<file path="config.mk">
export PLATFORM = sky130hd
export DESIGN_NAME = fft_overflow_monitor
export DESIGN_NICKNAME = d
export VERILOG_FILES = /design/src/rtl/fft_pkg.sv /design/src/rtl/fft_leading_one_detector.sv /design/src/rtl/fft_overflow_monitor.sv
export SDC_FILE = /design/constraint.sdc
export NUM_CORES = 1
export LEC_CHECK = 0
export CAP_MARGIN = 5
export CORE_MARGIN = 4
export CORE_UTILIZATION = 49
export DETAILED_ROUTE_END_ITERATION = 8
export HOLD_SLACK_MARGIN = 0.08
export PLACE_DENSITY = 0.74
export SYNTH_ARGS = -nofsm -noshare
export SYNTH_HDL_FRONTEND = slang
export SYNTH_SLANG_ARGS = --single-unit
</file>
<file path="constraint.sdc">
create_clock -name clk_i -period 6.9 [get_ports clk_i]
set_clock_uncertainty 0.2 [all_clocks]
set_input_delay 1.38 -clock clk_i [delete_from_list [all_inputs] [get_ports clk_i]]
set_output_delay 1.38 -clock clk_i [all_outputs]
set_load 0.05 [all_outputs]
</file>
<file path="src/rtl/fft_pkg.sv">
// Shared types and constants for the FFT datapath control blocks.
// FFT_STAT_W is also the statistic width used by scale_factor_tracker.
package fft_pkg;

    typedef enum logic [1:0] {
        IDLE    = 2'd0,
        MONITOR = 2'd1,
        REPORT  = 2'd2
    } fft_mon_state_e;

    localparam int FFT_DATA_WIDTH = 16;
    localparam int FFT_GUARD_BITS = 2;
    localparam int FFT_STAT_W     = 8;

endpackage

</file>
<file path="src/rtl/fft_leading_one_detector.sv">
// Combinational leading-one detector.
// Returns the index of the highest set bit and a zero flag.
module fft_leading_one_detector #(
    parameter int W = 17
) (
    input  logic [W-1:0]         i_val,
    output logic [$clog2(W)-1:0] o_idx,
    output logic                 o_zero
);

    localparam int PW = $clog2(W);

    always_comb begin
        o_idx = '0;
        for (int i = 0; i < W; i++) begin
            if (i_val[i]) begin
                o_idx = i[PW-1:0];
            end
        end
    end

    assign o_zero = ~|i_val;

endmodule

</file>
<file path="src/rtl/fft_overflow_monitor.sv">
// Per-stage overflow monitor and block-floating-point rescale controller.
// Tracks the peak butterfly magnitude and reports at stage end.
module fft_overflow_monitor
    import fft_pkg::*;
#(
    parameter int DATA_WIDTH = FFT_DATA_WIDTH,
    parameter int GUARD_BITS = FFT_GUARD_BITS
) (
    input  logic                         clk_i,
    input  logic                         reset_n_i,
    input  logic                         fft_start_i,
    input  logic                         scale_en_i,
    input  logic                         stage_start_i,
    input  logic [7:0]                   stage_idx_i,
    input  logic                         bf_valid_i,
    input  logic                         bf_last_i,
    input  logic signed [DATA_WIDTH-1:0] bf_real_i,
    input  logic signed [DATA_WIDTH-1:0] bf_imag_i,
    output logic                         stage_complete_o,
    output logic                         scale_factor_increment_o,
    output logic                         overflow_detected_o,
    output logic [FFT_STAT_W-1:0]        overflow_magnitude_o,
    output logic [7:0]                   overflow_stage_o,
    output logic                         rescale_shift_o,
    output logic                         busy_o,
    output logic                         protocol_error_o
);

    localparam int MW       = DATA_WIDTH + 1;
    localparam int PW       = $clog2(MW);
    localparam int BASE     = DATA_WIDTH - 1 - GUARD_BITS;
    localparam int STAT_MAX = (1 << FFT_STAT_W) - 1;
    localparam logic [MW-1:0] ONE    = {{(MW-1){1'b0}}, 1'b1};
    localparam logic [MW-1:0] THRESH = ONE << BASE;

    fft_mon_state_e r_state;
    logic [MW-1:0]  r_max;
    logic [7:0]     r_idx;

    logic [MW-1:0]         w_ext_re;
    logic [MW-1:0]         w_ext_im;
    logic [MW-1:0]         w_abs_re;
    logic [MW-1:0]         w_abs_im;
    logic [MW-1:0]         w_a;
    logic                  w_accept;
    logic                  w_end;
    logic [MW-1:0]         w_m_base;
    logic [MW-1:0]         w_m_next;
    logic [7:0]            w_idx;
    logic [PW-1:0]         w_msb;
    logic                  w_zero;
    logic                  w_ovf;
    int                    w_mag_int;
    logic [FFT_STAT_W-1:0] w_mag;
    logic                  w_perr_set;

    // One extra bit keeps |most negative code| exact instead of wrapping.
    assign w_ext_re = {bf_real_i[DATA_WIDTH-1], bf_real_i};
    assign w_ext_im = {bf_imag_i[DATA_WIDTH-1], bf_imag_i};
    assign w_abs_re = bf_real_i[DATA_WIDTH-1] ? (~w_ext_re + ONE) : w_ext_re;
    assign w_abs_im = bf_imag_i[DATA_WIDTH-1] ? (~w_ext_im + ONE) : w_ext_im;
    assign w_a      = (w_abs_re > w_abs_im) ? w_abs_re : w_abs_im;

    // A sample arriving with stage_start_i belongs to the new stage.
    assign w_accept = bf_valid_i & (stage_start_i | (r_state == MONITOR));
    assign w_end    = w_accept & bf_last_i;
    assign w_m_base = stage_start_i ? '0 : r_max;
    assign w_m_next = (w_accept && (w_a > w_m_base)) ? w_a : w_m_base;
    assign w_idx    = stage_start_i ? stage_idx_i : r_idx;

    fft_leading_one_detector #(
        .W (MW)
    ) u_lod (
        .i_val  (w_m_next),
        .o_idx  (w_msb),
        .o_zero (w_zero)
    );

    assign w_ovf     = !w_zero && (w_m_next >= THRESH);
    assign w_mag_int = int'(w_msb) - BASE + 1;

    always_comb begin
        w_mag = '0;
        if (w_ovf) begin
            if (w_mag_int > STAT_MAX) begin
                w_mag = {FFT_STAT_W{1'b1}};
            end else begin
                w_mag = w_mag_int[FFT_STAT_W-1:0];
            end
        end
    end

    assign w_perr_set = (bf_valid_i & ~w_accept)
                      | (stage_start_i & (r_state == MONITOR));

    always_ff @(posedge clk_i or negedge reset_n_i) begin
        if (!reset_n_i) begin
            r_state                  <= IDLE;
            r_max                    <= '0;
            r_idx                    <= '0;
            stage_complete_o         <= 1'b0;
            scale_factor_increment_o <= 1'b0;
            overflow_detected_o      <= 1'b0;
            overflow_magnitude_o     <= '0;
            overflow_stage_o         <= '0;
            rescale_shift_o          <= 1'b0;
            busy_o                   <= 1'b0;
            protocol_error_o         <= 1'b0;
        end else if (fft_start_i) begin
            r_state                  <= IDLE;
            r_max                    <= '0;
            r_idx                    <= '0;
            stage_complete_o         <= 1'b0;
            scale_factor_increment_o <= 1'b0;
            overflow_detected_o      <= 1'b0;
            overflow_magnitude_o     <= '0;
            overflow_stage_o         <= '0;
            rescale_shift_o          <= 1'b0;
            busy_o                   <= 1'b0;
            protocol_error_o         <= 1'b0;
        end else begin
            r_max                    <= w_m_next;
            stage_complete_o         <= w_end;
            overflow_detected_o      <= w_end & w_ovf;
            scale_factor_increment_o <= w_end & w_ovf & scale_en_i;
            busy_o <= w_end | stage_start_i | (r_state == MONITOR);
            if (stage_start_i) begin
                r_idx <= stage_idx_i;
            end
            if (w_perr_set) begin
                protocol_error_o <= 1'b1;
            end
            if (w_end) begin
                rescale_shift_o      <= w_ovf & scale_en_i;
                overflow_magnitude_o <= w_mag;
                if (w_ovf) begin
                    overflow_stage_o <= w_idx;
                end
            end
            if (w_end) begin
                r_state <= REPORT;
            end else if (stage_start_i) begin
                r_state <= MONITOR;
            end else if (r_state == MONITOR) begin
                r_state <= MONITOR;
            end else begin
                r_state <= IDLE;
            end
        end
    end

endmodule

</file>
==> summary.txt, run 1 <==
Yosys
  • Number of synthesized flops with an enable pin: 0
  • Share of synthesized registers carrying an async set or reset: 1.00
  • Register area share after synthesis: 0.274
  • Area contributors post-synth: dfrtp_1 (27%), ha_1 (12%), nor2_1 (4.1%)
  • Syn Inst Count: 461
  • Synth unique cells: between 80 and 90
  • Synth warn: 0
  • Post-Syn Area: around 0.0043 mm2
  • Commonest cells in the netlist: dfrtp_1 (47), nor2_1 (47), ha_1 (40), a21oi_1 (25), nand2b_1 (21)
  • Avg Inst Size Synth: 9.31 um2
  • Synthesized flop and latch total: 47
  • Cell taking the most area after synthesis: dfrtp_1
  • Dominant synthesized flop cell: dfrtp_1
  • Post-synth top area share: 0.274

STA
  • Final Setup Violations: 16
  • Post-route setup slack: -1190 ps
  • Worst slew margin: 0.182
  • Fmax: 124 MHz
  • Tmin final: about 8100 ps
  • Hold Fails Final Rpt: 0
  • Worst-margin pin slew: ~1200 ps
  • Crit share post-route: 1.17
  • Slew Limit Fails: 0
  • RSZ-0062 raised after global routing: true

GRT
  • First-pass GRT wire length: ~24000 um
  • Antenna violations before repair: 0
  • Total congestion overflow: 0
  • GR Util All Layers: 0.296
  • Number of global-route vias before repair: ~4900
  • Largest net degree at the start of global routing: between 40 and 50

CTS
  • Inserted Clock Buffers: 5
  • Clk root buf: clkbuf_8
  • CTS Buffer Depth: 2
  • Clock insertion delay at the later pin of the skew report: approximately 300 ps
  • TritonCTS clock tree: yes
  • Htree depth: 2
  • CTS clk-pin slew, worst paths: about 90 ps
  • Clock sink count: 47
  • CTS Hold Bufs: 0

Pwr
  • Pleak: approximately 3.3 nW
  • Pwr/cell area: 202 mW/mm2
  • Peak VDD IR: 0.000204 V

Run status
  • Failing checks: setup timing
  • Status: finished, violations left

Placed design
  • Post-DP HPWL: 10400 um
  • Placed cell areas: 0.00631 mm2
  • Placed instance count: 769
  • Routability cong.: 0.977
  • Buffers on Ports: 68

Detailed routing
  • Drt first pass iters: 5
  • DRT iter0 DRCs: 427
  • Post-DR wirelength/cell: 21.8 um
  • DRC: 0
  • WL final: roughly 18000 um
  • DR vias: slightly above 5000
  • Post-DRT Antenna Nets: 0
  • Detail-routed via count per cell: 6.20

Die
  • Die ar.: 0.0103 mm2
  • Core Box Area: around 0.0084 mm2
  • Starting Density: 0.512
  • DIE HEIGHT: 102 um
  • Die Wd: around 100 um
  • I/O Pins: 69
  • Row Count: 33

Worst hold path
  • Worst hold path type: flip-flop to flip-flop
  • Hold depth: 1
  • Hold endpoint: overflow_magnitude_o[0]$_DFFE_PN0P_
  • Hold Path Origin: overflow_magnitude_o[0]$_DFFE_PN0P_

Worst setup path
  • Worst r2r src: r_max[2]$_DFF_PN0_
  • R2R Path End: overflow_magnitude_o[4]$_DFFE_PN0P_
  • Critical Path AT: 8090 ps
  • Startpoint types: input pin
  • Setup Crit Path Kind: input pin to flip-flop
  • Crit path capture type: flip-flop
  • Largest stage delay on the critical path: 530 ps
  • Slowest stage cell, crit path: or4_4
  • Internal reg-to-reg setup slack: between 2000 and 3000 ps
  • Req. time, crit path: 6900 ps
  • CP Max Fanout: 8
  • FF-to-FF path depth: 21
  • Crit path top cell by count: buf_4

Final layout
  • Diode count: 0
  • Seq. cell area: 0.00118 mm2
  • Non-Filler Instances: 817
  • Design Area, Final: 0.00725 mm2
  • Share of cells above drive strength 1: 0.461
  • Area occupied by multi-input gates: around 0.0035 mm2
  • Nets@finish: 798
  • Fillers: between 300 and 400
  • P&R area growth vs syn: 68.9%

Flow run
  • Max-Cap Viols: 0
[flip-flops by register name, summed over array words and instances, names as in the netlist]
register / count
rescale_shift_o: 1
r_state: 2
r_max: 17
busy_o: 1
overflow_detected_o: 1
r_idx: 8
overflow_magnitude_o: 7
scale_factor_increment_o: 1
overflow_stage_o: 8
protocol_error_o: 1
[stage by stage]
stage,hold WS (ps),setup WS [ps],power (mW),TNS (ps),utilization
after floorplan,300,-720,0.739,-9620,-
after global placement,269,-1500,1.01,-25930,0.753
after detailed placement,276,-1690,1.03,-30710,0.753
after CTS,302,-663,1.34,-10230,0.828
after global routing,329,-1330,1.52,-20690,0.865
final,322,-1190,1.46,-18130,0.865
[what timing repair did]
action	CTS	global route
buffers inserted	29	13
gates cloned	1	0
pin swaps	59	51
setup endpoints to repair	23	16
resized for setup	125	37
[layout by cell type (no fill, tap or decap), drive strengths merged, types with 5 or more instances in the layout]
cell type / instances
buf: 201
nor2: 48
dfrtp: 47
clkdlybuf4s50: 46
ha: 40
a21oi: 30
inv: 22
nand2b: 21
nand2: 20
xor2: 17
mux2i: 16
o21ai: 14
xnor2: 10
nand4: 10
nor2b: 9
mux2: 8
o211ai: 8
o31ai: 8
a22o: 7
or3: 7
o21a: 7
clkbuf: 7
o41ai: 7
nand3: 6
a211oi: 6
clkdlybuf4s15: 6
nor3: 6
or4: 5
and2: 5
a21boi: 5
[per-layer routing]
layer  wire, um  global-route usage  vias up
met5          0                   0        -
met2       8760               0.516      304
met1       6840               0.377     2471
met4        907              0.0849        0
li1           -                   -     2189
met3       1340              0.0482      101
[power breakdown]
group / total, mW / internal, mW / switching, mW
sequential: 0.313 / 0.300 / 0.0127
combinational: 0.938 / 0.467 / 0.471
clock: 0.210 / 0.109 / 0.101
[worst max path at each step]
stage | slack (ps) | cells past startpoint | endpoint | startpoint
3_3_place_gp | -1500 | 32 | overflow_magnitude_o[4]$_DFFE_PN0P_ | bf_imag_i[1]
4_1_cts | -660 | 28 | overflow_stage_o[7]$_DFFE_PN0P_ | bf_imag_i[0]
6_report | -1190 | 31 | overflow_magnitude_o[4]$_DFFE_PN0P_ | bf_real_i[3]
5_1_grt | -1330 | 31 | overflow_magnitude_o[4]$_DFFE_PN0P_ | bf_real_i[2]
2_1_floorplan | -720 | 28 | overflow_stage_o[0]$_DFFE_PN0P_ | bf_imag_i[1]
3_5_place_dp | -1690 | 28 | overflow_stage_o[7]$_DFFE_PN0P_ | bf_imag_i[1]
[worst max-delay path: cells and delay by family]
kind	cells	cell delay (ps)
fa+ha+maj	3	650
compound gates	12	2970
xor+xnor	2	500
simple gates	6	1300
buf+inv	8	1290
[layout make-up]
type,instances,area share
Tap cell,105,0.0181
Inverter,22,0.0140
Clock buffer,5,0.00949
Multi-Input combinational cell,375,0.483
Timing Repair Buffer,260,0.307
Clock inverter,3,0.00639
Sequential cell,47,0.162
[kinds of logic after synthesis]
logic type,share of synthesized area
flops,0.274
buf+inv,0.0394
xor+xnor,0.0586
mux,0.0671
simple gates,0.211
fa+ha+maj,0.117
compound gates,0.232
other cells,0.00175
No activity file was read; power rests on OpenSTA's default activity.
==> run 2, diff against run 1 <==
ABC_CLOCK_PERIOD_IN_PS = 6900   (was not set)
CORE_ASPECT_RATIO = 0.6   (was not set)
RECOVER_POWER = 100   (was not set)
==> run 2 against run 1 <==
Net effect:
- the run ends with capacitance limit, slew limit, setup timing left
- flip-flop and latch count unchanged
- via count decreased by 4.0%
- critical path depth increased by 1
- count of clock-buffer cells in the layout unchanged
- die area increased by 0.48%
- fmax increased by 1.1%
- sequential power about the same
- core utilization decreased by 2.6 points
- final area decreased by 1.4%
- non-clock buffer count decreased by 7
- combinational power decreased by 3.8%
- highest routed layer unchanged
==> summary.txt, run 2 (synthesis results as in run 1) <==
Final layout
  • Top flop regs: r_max (17), overflow_stage_o (8), r_idx (8)
  • Most frequent cells in the layout: buf_4 (172), dfrtp_1 (47), clkdlybuf4s50_1 (46)
  • Nets@finish: about 790
  • Share of cells above drive strength 1: 0.443
  • Commonest non-fill, non-tap cell in the layout: buf_4
  • Largest register FFs: 17
  • Diode count: 0
  • Fillers: 448
  • Non-Filler Instances: approximately 820
  • Largest Register: r_max
  • P&R area growth vs syn: 66.5%
  • Final Util: 0.838

CTS
  • Clk root buf: clkbuf_16
  • CTS clk-pin slew, worst paths: ~70 ps
  • Clock insertion delay at the later pin of the skew report: 290 ps
  • Clock sink count: 47
  • CTS Hold Bufs: 0
  • Inserted Clock Buffers: 5
  • Htree depth: 2
  • CTS Buffer Depth: 2
  • TritonCTS clock tree: yes

Worst setup path
  • Setup Crit Path Kind: input pin to flip-flop
  • Largest stage delay on the critical path: 440 ps
  • Critical Path AT: 7990 ps
  • Req. time, crit path: 6880 ps
  • Crit path capture type: flip-flop
  • Startpoint types: input pin
  • Slowest stage cell, crit path: or4_4
  • CP Max Fanout: 13

GRT
  • Grt met3 use: 0.0844
  • Antenna violations before repair: 0
  • GR Util All Layers: 0.304
  • Met1 Use GR: 0.420
  • Number of global-route vias before repair: about 4800
  • First-pass GRT wire length: 24600 um
  • Largest net degree at the start of global routing: 48
  • Met2 Use GR: 0.485
  • Total congestion overflow: 0
  • Gr busiest metal: met2

Detailed routing
  • Post-DR wirelength/cell: 20.4 um
  • Post-DRT Antenna Nets: 0
  • Drt first pass iters: 5
  • WL final: 16700 um
  • DRC: 0
  • DR vias: 4860
  • DRT iter0 DRCs: 524
  • Detail-routed via count per cell: 5.95

STA
  • Crit share post-route: 1.16
  • Worst-margin pin slew: 2570 ps
  • Post-route setup slack: -1110 ps
  • Final Setup Violations: 16
  • Hold Fails Final Rpt: 0
  • Slew Limit Fails: 48
  • Fmax: 125 MHz
  • Tmin final: 8010 ps
  • Hold slack: 292 ps
  • RSZ-0062 raised after global routing: true
  • Worst slew margin: -0.711

Placed design
  • Post-DP HPWL: 11400 um
  • Placed instance count: between 700 and 800
  • Setup WS pre-CTS: -1900 ps
  • Buffers on Ports: 68
  • Routability cong.: between 0.9 and 1

Die
  • Row Count: 26
  • I/O Pins: 69
  • Starting Density: 0.504
  • Die ar.: 0.0104 mm2
  • Core Box Area: 0.00852 mm2
  • Die Wd: ~130 um
  • DIE HEIGHT: between 80 and 90 um

Flow run
  • Max-Cap Viols: 1

Pwr
  • Pwr/cell area: 204 mW/mm2
  • Power, Total: 1.46 mW
  • Pleak: ~3.3 nW
  • Peak VDD IR: 0.000192 V

Worst hold path
  • Worst hold path type: flip-flop to flip-flop

Run status
  • Failing checks: capacitance limit, slew limit, setup timing
  • Status: finished, violations left
run 2: path summary, 6_finish.rpt:
kind,start,to,slack (ps),cells after the start
hold reg to reg,overflow_magnitude_o[5]$_DFFE_PN0P_,overflow_magnitude_o[5]$_DFFE_PN0P_,290,1
max in group asynchronous,reset_n_i,r_max[6]$_DFF_PN0_,3350,1
setup reg to reg,r_max[2]$_DFF_PN0_,overflow_magnitude_o[4]$_DFFE_PN0P_,2660,19
min in group asynchronous,reset_n_i,r_idx[0]$_DFF_PN0_,1680,1
hold / removal,overflow_magnitude_o[5]$_DFFE_PN0P_,overflow_magnitude_o[5]$_DFFE_PN0P_,290,1
setup / recovery,bf_real_i[5],overflow_magnitude_o[4]$_DFFE_PN0P_,-1110,32
run 2: repair_timing:
item	4_1_cts	5_1_grt
pin swaps	39	33
setup endpoints to repair	25	22
gates resized for setup	115	32
buffers inserted	27	13
cloned	0	0
run 2: worst max-delay path: cells and delay by family:
| family | cells | cell delay, ps |
|---|---|---|
| adder cells (fa/ha/maj) | 3 | 830 |
| AND/OR/NAND/NOR | 9 | 1650 |
| AO/OA/AOI/OAI | 9 | 2090 |
| XOR/XNOR | 2 | 390 |
| buffers and inverters | 8 | 1290 |
| multiplexers | 1 | 360 |
run 2: through the flow:
| step | TNS (ps) | area (um2) |
|---|---|---|
| 2_1_floorplan | -9620 | 4460 |
| 3_3_place_gp | -29040 | 6280 |
| 3_5_place_dp | -33850 | 6280 |
| 4_1_cts | -11150 | 6930 |
| 5_1_grt | -18550 | 7150 |
| 6_report | -15780 | 7150 |
run 2: per-layer routing:
metal | share of wire | wire length (um)
met1 | 0.43 | 7170
met2 | 0.46 | 7760
met5 | 0 | 0
met3 | 0.090 | 1500
met4 | 0.016 | 265
run 2: cell type report:
type	instances	area, um2	share of cell area
repair buffers	253	2120	0.297
flip-flops and latches	47	1180	0.165
well taps	112	140	0.0196
clock inverters	3	20.0	0.00280
multi-input cells	375	3460	0.485
inverters	22	100	0.0140
clock buffers	5	125	0.0175
run 2: power breakdown:
part / total (mW) / switching [mW] / internal [mW]
clock: 0.244 / 0.110 / 0.134
sequential: 0.313 / 0.0128 / 0.300
combinational: 0.902 / 0.460 / 0.442
==> run 3, diff against run 2 <==
ABC_AREA = 1   (was not set)
==> run 3 against run 2 <==
Net effect:
- final area decreased by 0.77%
- synthesized cell count increased by 22%
- clock power about the same
- cell count increased by 9.5%
- setup slack got worse by 120 ps
- the flow still finishes with violations (capacitance limit, slew limit, setup timing)
- non-clock buffer count decreased by 29
- die area decreased by 3.4%
- count of clock-buffer cells in the layout increased by 2
- sequential share of layout area increased by 0.13 points
- flip-flop and latch count unchanged
- power increased by 6.0%
- hold slack improved by 7.8 ps
==> summary.txt, run 3 <==
Run status
  • Status: finished, violations left
  • Failing checks: capacitance limit, slew limit, setup timing

Die
  • I/O Pins: 69
  • Row Count: 25
  • Die Wd: 127 um
  • DIE HEIGHT: around 79 um
  • Core Box Area: 0.00804 mm2
  • Starting Density: 0.514
  • Die ar.: 0.0100 mm2

Yosys
  • Register area share after synthesis: 0.285
  • Synth Area in Compound Gates: 0.111
  • Mux cell area share after synthesis: 0.0218
  • Dominant synthesized flop cell: dfrtp_1
  • Number of synthesized flops with an enable pin: 0
  • Xor/xnor cell area share of the yosys netlist: 0.0608
  • Cell taking the most area after synthesis: dfrtp_1
  • Synth warn: 0
  • Top-count cell post-synth: nand2_1
  • Area contributors post-synth: dfrtp_1 (28%), nand2_1 (13%), ha_1 (12%)
  • Synth Area in Adders: 0.121
  • Synthesized flop and latch total: 47
  • Area share of and/or/nand/nor cells after synthesis: 0.313
  • Post-Syn Area: 0.00413 mm2
  • Post-synth top area share: 0.285
  • Synth unique cells: 42
  • Largest family of logic cells by synthesized area: simple AND/OR/NAND/NOR gates
  • Avg Inst Size Synth: roughly 7.3 um2
  • Share of synthesized registers carrying an async set or reset: 1.00
  • Commonest cells in the netlist: nand2_1 (141), nor2_1 (66), inv_1 (61), dfrtp_1 (47), ha_1 (40)
  • Syn Inst Count: 563

Final layout
  • P&R area growth vs syn: 71.5%
  • Share of cells above drive strength 1: 0.471
  • Commonest non-fill, non-tap cell in the layout: buf_4
  • Most frequent cells in the layout: buf_4 (146), nand2_1 (97), clkdlybuf4s50_1 (54)
  • Design Area, Final: 0.00709 mm2
  • Nets@finish: 872
  • Top flop regs: r_max (17), overflow_stage_o (8), r_idx (8)
  • Fillers: 295
  • Largest Register: r_max
  • Final Util: 0.882
  • Non-Filler Instances: 895
  • Largest register FFs: 17

GRT
  • Number of global-route vias before repair: between 4000 and 5000
  • Total congestion overflow: 0
  • Largest net degree at the start of global routing: 48
  • First-pass GRT wire length: 24000 um
  • Antenna violations before repair: 2
  • GR Util All Layers: 0.299

Detailed routing
  • Drt first pass iters: 8
  • Post-DR wirelength/cell: about 25 um
  • Post-DRT Antenna Nets: 0
  • Detail-routed via count per cell: 6.52
  • DRT iter0 DRCs: 942
  • DR vias: between 5000 and 6000
  • DRC: 0
  • WL final: 22200 um

STA
  • Tmin final: 8130 ps
  • Final Setup Violations: 15
  • Worst-margin pin slew: 2540 ps
  • Worst slew margin: -0.696
  • Fmax: between 100 and 150 MHz
  • Hold slack: roughly 300 ps
  • Hold Fails Final Rpt: 0
  • RSZ-0062 raised after global routing: true
  • Crit share post-route: 1.18
  • Post-route setup slack: -1230 ps
  • Slew Limit Fails: 48

Worst setup path
  • Req. time, crit path: 6880 ps
  • FF-to-FF path depth: 34
  • CP Max Fanout: 6
  • Slowest stage cell, crit path: xnor2_1
  • Critical Path AT: 8100 ps
  • Largest stage delay on the critical path: 450 ps
  • R2R Path End: overflow_magnitude_o[4]$_DFFE_PN0P_
  • Setup crit start: bf_imag_i[0]
  • Crit path top cell by count: nand2_1
  • Worst r2r src: r_max[16]$_DFF_PN0_
  • Startpoint types: input pin
  • Setup Crit Path Kind: input pin to flip-flop
  • Crit path capture type: flip-flop
  • Internal reg-to-reg setup slack: 2160 ps

Worst hold path
  • Hold Path Origin: overflow_magnitude_o[5]$_DFFE_PN0P_
  • Worst hold path type: flip-flop to flip-flop
  • Hold depth: 2
  • Hold endpoint: overflow_magnitude_o[5]$_DFFE_PN0P_

CTS
  • Clock sink count: 47
  • Inserted Clock Buffers: 5
  • Clock insertion delay at the later pin of the skew report: 300 ps
  • CTS Hold Bufs: 0
  • TritonCTS clock tree: yes
  • CTS Buffer Depth: 2
  • CTS clk-pin slew, worst paths: ~70 ps
  • Clk root buf: clkbuf_16
  • Htree depth: 2

Placed design
  • Placed instance count: 837
  • Placed cell areas: ~0.0057 mm2
  • Post-DP HPWL: approximately 9500 um
  • Setup WS pre-CTS: -1190 ps
  • Routability cong.: between 0.9 and 1
  • Buffers on Ports: 68

Pwr
  • Pleak: about 3.5 nW
  • Peak VDD IR: 0.000153 V
  • Pwr/cell area: 218 mW/mm2

Flow run
  • Max-Cap Viols: 1
[run 3: changes by cell type after synthesis, sizes merged, moves of 8 or more]
cell    before  now
o21ai       14   42
inv         21   72
nand2b      21    0
a21oi       30   21
nor2        48   75
mux2i       16    0
nand2       20  155
nor2b        9    0
nand3        6   33
o211ai       8    0
[run 3: power by group]
part | internal [mW] | switching [mW]
sequential | 0.296 | 0.0116
clock | 0.135 | 0.112
combinational | 0.405 | 0.586
[run 3: layer usage]
metal	track usage	part of all wire
met3	0.0726	0.14
met2	0.485	0.41
met1	0.397	0.35
met5	0	0.00059
met4	0.0931	0.11
[run 3: worst max path at each step]
stage / endpoint / slack [ps] / cells after the start
final: overflow_magnitude_o[4]$_DFFE_PN0P_ / -1230 / 54
after global routing: overflow_magnitude_o[4]$_DFFE_PN0P_ / -1470 / 54
after CTS: overflow_magnitude_o[4]$_DFFE_PN0P_ / -80 / 55
after detailed placement: overflow_magnitude_o[4]$_DFFE_PN0P_ / -1190 / 46
after global placement: overflow_magnitude_o[4]$_DFFE_PN0P_ / -880 / 46
after floorplan: overflow_magnitude_o[4]$_DFFE_PN0P_ / 370 / 56
[run 3: kinds of logic after synthesis]
| logic type | after synthesis |
|---|---|
| multiplexers | 8 |
| XOR/XNOR | 27 |
| flip-flops | 47 |
| buffers and inverters | 86 |
| adder cells (fa/ha/maj) | 40 |
| other | 2 |
| AND/OR/NAND/NOR | 283 |
| AO/OA/AOI/OAI | 70 |
[run 3: cell type report]
cell class | count | area, um2 | share of cell area
diodes | 1 | 2.50 | 0.000353
clock buffers | 7 | 133 | 0.0187
clock inverters | 1 | 5.00 | 0.000706
inverters | 73 | 307 | 0.0432
multi-input cells | 431 | 3410 | 0.482
flip-flops and latches | 47 | 1180 | 0.166
well taps | 108 | 135 | 0.0191
repair buffers | 224 | 1880 | 0.265
repair inverters | 3 | 36.3 | 0.00512
[run 3: repair_timing]
item                                    4_1_cts  5_1_grt
setup buffers                                33       16
resized for setup                           125      105
endpoints found under the setup margin       14       15
pin swaps                                    73       87
gates cloned                                  2        1
[run 3: worst max-delay path: cells and delay by family]
kind                     cells  cell delay (ps)
AO/OA/AOI/OAI                4              710
XOR/XNOR                     2              660
AND/OR/NAND/NOR             35             3700
adder cells (fa/ha/maj)      4              930
buffers and inverters        9              680
[run 3: stage by stage]
step | TNS (ps) | power, mW
after CTS | -94.0 | 1.27
after global placement | -5680 | 0.882
after global routing | -10260 | 1.58
after floorplan | 0 | 0.658
final | -6150 | 1.55
after detailed placement | -9060 | 0.904
